<file path="src/rtl/seg_scan_ctrl.sv">
// seg_scan_ctrl: round-robin scan of four 7-segment digits sharing one
// segment bus. Each slot opens with a blanking interval to suppress ghosting.
// New readings enter through a one-deep shadow buffer and are applied only
// at the frame boundary, so a frame never shows a mix of two readings.
// Optional feature: define SEG_SCAN_LZB_EN for leading-zero blanking.
module seg_scan_ctrl #(
    parameter int CLK_DIV   = 50000,
    parameter int BLANK_CYC = 500
) (
    input  logic        clk,
    input  logic        reset,
    input  logic        load_valid,
    output logic        load_ready,
    input  logic [15:0] load_data,
    input  logic [3:0]  dp_sel,
    output logic [6:0]  seg_n,
    output logic        dp_n,
    output logic [3:0]  an_n,
    output logic        frame_done
);

    localparam int            CW        = (CLK_DIV > 1) ? $clog2(CLK_DIV) : 1;
    localparam logic [CW-1:0] CNT_LAST  = CW'(CLK_DIV - 1);
    localparam logic [CW-1:0] CNT_BLANK = CW'(BLANK_CYC);
    localparam logic [CW-1:0] CNT_ONE   = CW'(1);

    if ((BLANK_CYC < 1) || (CLK_DIV < (BLANK_CYC + 1))) begin : g_param_check
        $error("seg_scan_ctrl: illegal CLK_DIV/BLANK_CYC combination");
    end

    typedef enum logic {
        ST_BLANK = 1'b0,
        ST_DRIVE = 1'b1
    } state_t;

    // Active-low hex glyphs, bit 0 = segment a, bit 6 = segment g.
    function automatic logic [6:0] hex_glyph(input logic [3:0] nib);
        logic [6:0] g;
        case (nib)
            4'h0:    g = 7'b1000000;
            4'h1:    g = 7'b1111001;
            4'h2:    g = 7'b0100100;
            4'h3:    g = 7'b0110000;
            4'h4:    g = 7'b0011001;
            4'h5:    g = 7'b0010010;
            4'h6:    g = 7'b0000010;
            4'h7:    g = 7'b1111000;
            4'h8:    g = 7'b0000000;
            4'h9:    g = 7'b0010000;
            4'hA:    g = 7'b0001000;
            4'hB:    g = 7'b0000011;
            4'hC:    g = 7'b1000110;
            4'hD:    g = 7'b0100001;
            4'hE:    g = 7'b0000110;
            4'hF:    g = 7'b0001110;
            default: g = 7'b1111111;
        endcase
        return g;
    endfunction

`ifdef SEG_SCAN_LZB_EN
    // True when digit d and every more-significant digit are zero; digit 0
    // is never blanked so a zero reading still shows "0".
    function automatic logic lz_blank(input logic [15:0] d, input logic [1:0] dig);
        logic b;
        case (dig)
            2'd3:    b = (d[15:12] == 4'h0);
            2'd2:    b = (d[15:8]  == 8'h00);
            2'd1:    b = (d[15:4]  == 12'h000);
            default: b = 1'b0;
        endcase
        return b;
    endfunction
`endif

    state_t        state_q, state_d;
    logic [CW-1:0] cnt_q, cnt_d;
    logic [1:0]    dig_q, dig_d;
    logic [15:0]   disp_q, disp_d;
    logic [3:0]    disp_dp_q, disp_dp_d;
    logic [15:0]   shadow_q, shadow_d;
    logic [3:0]    shadow_dp_q, shadow_dp_d;
    logic          shadow_full_q, shadow_full_d;
    logic          load_ready_q, load_ready_d;
    logic [6:0]    seg_n_q, seg_n_d;
    logic          dp_n_q, dp_n_d;
    logic [3:0]    an_n_q, an_n_d;
    logic          frame_done_q, frame_done_d;

    logic          cnt_wrap_s;
    logic          frame_end_s;
    logic          accept_s;
    logic [3:0]    nib_s;

    // Slot counter and digit index; the digit-3 wrap marks the frame boundary.
    always_comb begin
        cnt_wrap_s  = (cnt_q == CNT_LAST);
        frame_end_s = cnt_wrap_s && (dig_q == 2'd3);
        if (cnt_wrap_s) begin
            cnt_d = '0;
            dig_d = dig_q + 2'd1;
        end else begin
            cnt_d = cnt_q + CNT_ONE;
            dig_d = dig_q;
        end
    end

    // Blank/drive phase within the slot.
    always_comb begin
        state_d = state_q;
        case (state_q)
            ST_BLANK: begin
                if (cnt_d == CNT_BLANK) begin
                    state_d = ST_DRIVE;
                end else begin
                    state_d = ST_BLANK;
                end
            end
            ST_DRIVE: begin
                if (cnt_wrap_s) begin
                    state_d = ST_BLANK;
                end else begin
                    state_d = ST_DRIVE;
                end
            end
            default: state_d = ST_BLANK;
        endcase
    end

    // Shadow capture on handshake; shadow-to-display copy only at frame end.
    // Ready is derived from the registered full flag so it rises one cycle
    // after the boundary copy and drops right after an acceptance.
    always_comb begin
        accept_s      = load_valid && load_ready_q;
        disp_d        = disp_q;
        disp_dp_d     = disp_dp_q;
        shadow_d      = shadow_q;
        shadow_dp_d   = shadow_dp_q;
        shadow_full_d = shadow_full_q;
        if (frame_end_s && shadow_full_q) begin
            disp_d        = shadow_q;
            disp_dp_d     = shadow_dp_q;
            shadow_full_d = 1'b0;
        end else begin
            disp_d = disp_q;
        end
        if (accept_s) begin
            shadow_d      = load_data;
            shadow_dp_d   = dp_sel;
            shadow_full_d = 1'b1;
        end else begin
            shadow_d = shadow_q;
        end
        load_ready_d = ~shadow_full_q & ~accept_s;
    end

    // Pin values for the current slot position, registered one cycle later.
    always_comb begin
        seg_n_d      = 7'h7F;
        dp_n_d       = 1'b1;
        an_n_d       = 4'hF;
        frame_done_d = frame_end_s;
        nib_s        = disp_q[{dig_q, 2'b00} +: 4];
        case (state_q)
            ST_DRIVE: begin
                an_n_d = ~(4'b0001 << dig_q);
`ifdef SEG_SCAN_LZB_EN
                if (lz_blank(disp_q, dig_q)) begin
                    seg_n_d = 7'h7F;
                end else begin
                    seg_n_d = hex_glyph(nib_s);
                end
`else
                seg_n_d = hex_glyph(nib_s);
`endif
                dp_n_d = ~disp_dp_q[dig_q];
            end
            ST_BLANK: begin
                seg_n_d = 7'h7F;
            end
            default: begin
                seg_n_d = 7'h7F;
            end
        endcase
    end

    // State, buffers and registered outputs with asynchronous reset.
    always_ff @(posedge clk or negedge reset) begin
        if (!reset) begin
            state_q       <= ST_BLANK;
            cnt_q         <= '0;
            dig_q         <= 2'd0;
            disp_q        <= 16'h0000;
            disp_dp_q     <= 4'h0;
            shadow_q      <= 16'h0000;
            shadow_dp_q   <= 4'h0;
            shadow_full_q <= 1'b0;
            load_ready_q  <= 1'b1;
            seg_n_q       <= 7'h7F;
            dp_n_q        <= 1'b1;
            an_n_q        <= 4'hF;
            frame_done_q  <= 1'b0;
        end else begin
            state_q       <= state_d;
            cnt_q         <= cnt_d;
            dig_q         <= dig_d;
            disp_q        <= disp_d;
            disp_dp_q     <= disp_dp_d;
            shadow_q      <= shadow_d;
            shadow_dp_q   <= shadow_dp_d;
            shadow_full_q <= shadow_full_d;
            load_ready_q  <= load_ready_d;
            seg_n_q       <= seg_n_d;
            dp_n_q        <= dp_n_d;
            an_n_q        <= an_n_d;
            frame_done_q  <= frame_done_d;
        end
    end

    assign load_ready = load_ready_q;
    assign seg_n      = seg_n_q;
    assign dp_n       = dp_n_q;
    assign an_n       = an_n_q;
    assign frame_done = frame_done_q;

endmodule

</file>
<file path="config.mk">
export PLATFORM = sky130hd
export DESIGN_NAME = seg_scan_ctrl
export DESIGN_NICKNAME = d
export VERILOG_FILES = /design/src/rtl/seg_scan_ctrl.sv
export SDC_FILE = /design/constraint.sdc
export NUM_CORES = 1
export LEC_CHECK = 0
export ABC_CLOCK_PERIOD_IN_PS = 4210
export BUFFER_PORTS_ARGS = -buffer_cell sky130_fd_sc_hd__clkbuf_2
export CORE_MARGIN = 2
export CORE_UTILIZATION = 40
export CTS_CLUSTER_DIAMETER = 30
export DETAILED_ROUTE_END_ITERATION = 8
export GPL_ROUTABILITY_DRIVEN = 0
export GPL_TIMING_DRIVEN = 0
export HOLD_SLACK_MARGIN = 0.05
export PLACE_DENSITY = 0.69
export SLEW_MARGIN = 5
export SYNTH_ARGS = -nofsm -noshare
export SYNTH_HDL_FRONTEND = slang
export SYNTH_SLANG_ARGS = --single-unit
</file>
<file path="constraint.sdc">
create_clock -name clk -period 4.21 [get_ports clk]
set_input_delay 0.421 -clock clk [delete_from_list [all_inputs] [get_ports clk]]
set_output_delay 0.421 -clock clk [all_outputs]
set_load 0.02 [all_outputs]
</file>
==> impl_metrics.yaml <==
clocking:
  clk_latency_ps: 350
  clockBufferDepth: 2
  cts_made_buffers: 9
  clk_pin_slew_ps: 80
  post_cts_resize_count: 0
  postCtsHoldBufs: 1
  cts_tree: "done"
  clkSinkCount: 74
  h-tree-depth: 3
  post_cts_buffers: 0
  cts-root-buf: "clkbuf_8"
sta:
  max_freq_ghz: 0.435
  skew_ps: 14.2
  final-setup-viol-count: 0
  slew_viol_final: 0
  setup_slack_ps: 1910
  worst_pin_slew_ps: 692
  period_share_pct: 54.6
  rsz0062_at_grt: "no"
  finalSetupTns_ps: 0
  hold_viol: 0
  post-route-min-period_ps: 2300
  relSlewSlack_pct: 53.5
cells_and_area:
  fillCellCount: 778
  final_util_pct: 47.3
  syn_to_final_growth_pct: 16.1
  n_antenna_cell: 0
  drive_above_1_share_pct: 37.8
  stdcell_count: 439
  nets: 360
logic_synthesis:
  synth.avg_cell_area_sq_um: 12.7
  yosysTopAreaCell: "dfrtp_1"
  ys_seq_elements: 74
  syn_inst: 277
  synthArstFlopShare_pct: 100
  syn_nets: 311
  ys.flop_type: "dfrtp_1"
  ys_seq_area_share_pct: 53.0
  synth_top_area_share_pct: 43.3
  ys_types: 43
  synth-edff-count: 0
  synth_area_sq_mm: 0.00352
  yosysWarnings: 0
  synthTopCellsByArea: "dfrtp_1 43%, dfstp_2 9.7%, mux2_4 8.5%, mux2_2 6.7%, ha_1 3.9%"
route:
  vias: 2262
  ant_nets: 0
  first_iter_violations: 154
  wire_per_inst_um: 14.3
  dr.pass1.iters: 4
  drc: 0
  routed_wirelength_um: 6260
  vias_per_cell: 5.15
run_status:
  status: "finished clean"
floorplan:
  die_x_um: 97.9
  rows: 34
  initial_core_util_pct: 40.8
  ios: 37
  core_sq_mm: 0.00864
  dieHeight_um: 97.9
  die-area_sq_mm: 0.00958
critical_path:
  required_ps: 4490
  crit_arrival_ps: 2580
  path_max_fanout: 6
  path_class: "flip-flop to flip-flop"
  worstSetupEndpointType: "flip-flop"
  cp-start-kind: "flip-flop"
grt:
  grt_overflow: 0
  grt_max_degree: 55
  grt_pass1_vias: 2260
  antenna_found_initial: 0
  grt_pass1_wl_um: 11100
  grt.total_usage_pct: 14.4
pwr:
  powerDensity_mw_per_mm2: 326
  p_leak_nw: 1.90
  vdd_drop_max_mv: 0.172
placement:
  place_ws_ps: 1970
  port_buffers: 36
  dp.cells: 422
  post-dp-hpwl_um: 4480
job:
  cap_violations: 0
worst_hold_path:
  hp-class: "input pin to flip-flop"
cells by family after synthesis:
kind of cell	synth area share, %
AOI/OAI and AO/OA	4.65
buffers and inverters	3.66
xor gates and xnor gates	4.23
muxes	18.7
and+or+nand+nor	11.8
adders and majority gates	3.91
DFF	53.0
metrics by stage:
step           instance area [sq um]  hold WS, ps  total power, mW
3_5_place_dp                    3870          368            0.777
6_report                        4090          230             1.33
2_1_floorplan                   3520          125            0.746
3_3_place_gp                    3840          467            0.772
4_1_cts                         4090          212             1.35
5_1_grt                         4090          224             1.39
cells in the mapped netlist (2+ instances only):
master,n
mux2_4,20
nor3_1,4
dfrtp_1,61
xor2_1,5
mux2_2,21
a31oi_1,2
ha_1,11
o21ai_0,7
dfstp_2,13
nand2b_1,2
and3_1,2
a31o_2,2
o22ai_1,2
or3_1,2
a21oi_1,7
buf_2,4
nand4_1,7
nand4b_1,3
nand2_1,17
mux4_2,5
inv_1,11
xnor2_1,12
nand3_1,8
buf_6,3
o221ai_1,2
nor4_1,3
and4_1,2
clkbuf_1,9
nor2_1,16
sequential cells by signal, summed over array words and instances, names as in the netlist, 2 cells and up:
signal       count
disp_q          16
seg_n            7
an_n             4
shadow_q        16
shadow_dp_q      4
cnt_q           16
disp_dp_q        4
dig_q            2
where the power goes:
| part | internal (mW) | total [mW] | switching (mW) |
|---|---|---|---|
| Combinational | 0.0179 | 0.0364 | 0.0185 |
| Sequential | 0.721 | 0.726 | 0.00523 |
| Clock | 0.296 | 0.573 | 0.276 |
per-layer routing:
layer	wire length [um]	part of all wire (%)	GRT usage (%)
met1	3040	49	20.5
met2	2880	46	21.1
met3	205	3.3	2.58
met4	136	2.2	7.48
met5	0	0	0
area by class of cell:
type                            count  area (sq um)  area share (%)
Tap cell                          108           135            3.30
Inverter                           11          41.3            1.01
Clock buffer                       10           138            3.37
Multi-Input combinational cell    176          1530            37.3
Clock inverter                      6          72.6            1.77
Sequential cell                    74          1870            45.7
Timing Repair Buffer               38           220            5.39
Buffer                             16          87.6            2.14
critical path: stages (launching register included):
cell,delay [ps]
dfrtp_1,390
buf_2,250
mux4_2,630
inv_1,150
ha_1,240
nor2_1,180
a21oi_1,60
mux2_2,280
nand2_1,70
cell usage in the layout, fill, tap and decap left out, drive strengths merged, types with 4 or more instances in the layout:
cell	netlist	routed
mux4	5	5
xnor2	12	12
nand2	17	17
nor2	16	16
buf	7	8
ha	11	11
nand3	9	9
dfstp	13	13
nor4	4	4
clkbuf	9	55
a21oi	7	7
o21ai	7	7
xor2	5	5
nand4	7	7
mux2	41	41
inv	11	13
dfrtp	61	61
nor3	4	4
final timing paths:
kind / slack (ps) / endpoint / from / cells after the start
worst max register to register: 1910 / seg_n[3]$_DFF_PN1_ / dig_q[0]$_DFFE_PN0N_ / 8
max in group asynchronous: 3070 / seg_n[5]$_DFF_PN1_ / reset / 3
worst max-delay path: 1910 / seg_n[3]$_DFF_PN1_ / dig_q[0]$_DFFE_PN0N_ / 8
worst min register to register: 500 / load_ready$_DFF_PN1_ / shadow_full_q$_DFFE_PN0P_ / 1
worst min-delay path: 230 / load_ready$_DFF_PN1_ / load_valid / 2
min in group asynchronous: 530 / shadow_q[7]$_DFFE_PN0P_ / reset / 2
(Power assumes the default switching activity.)
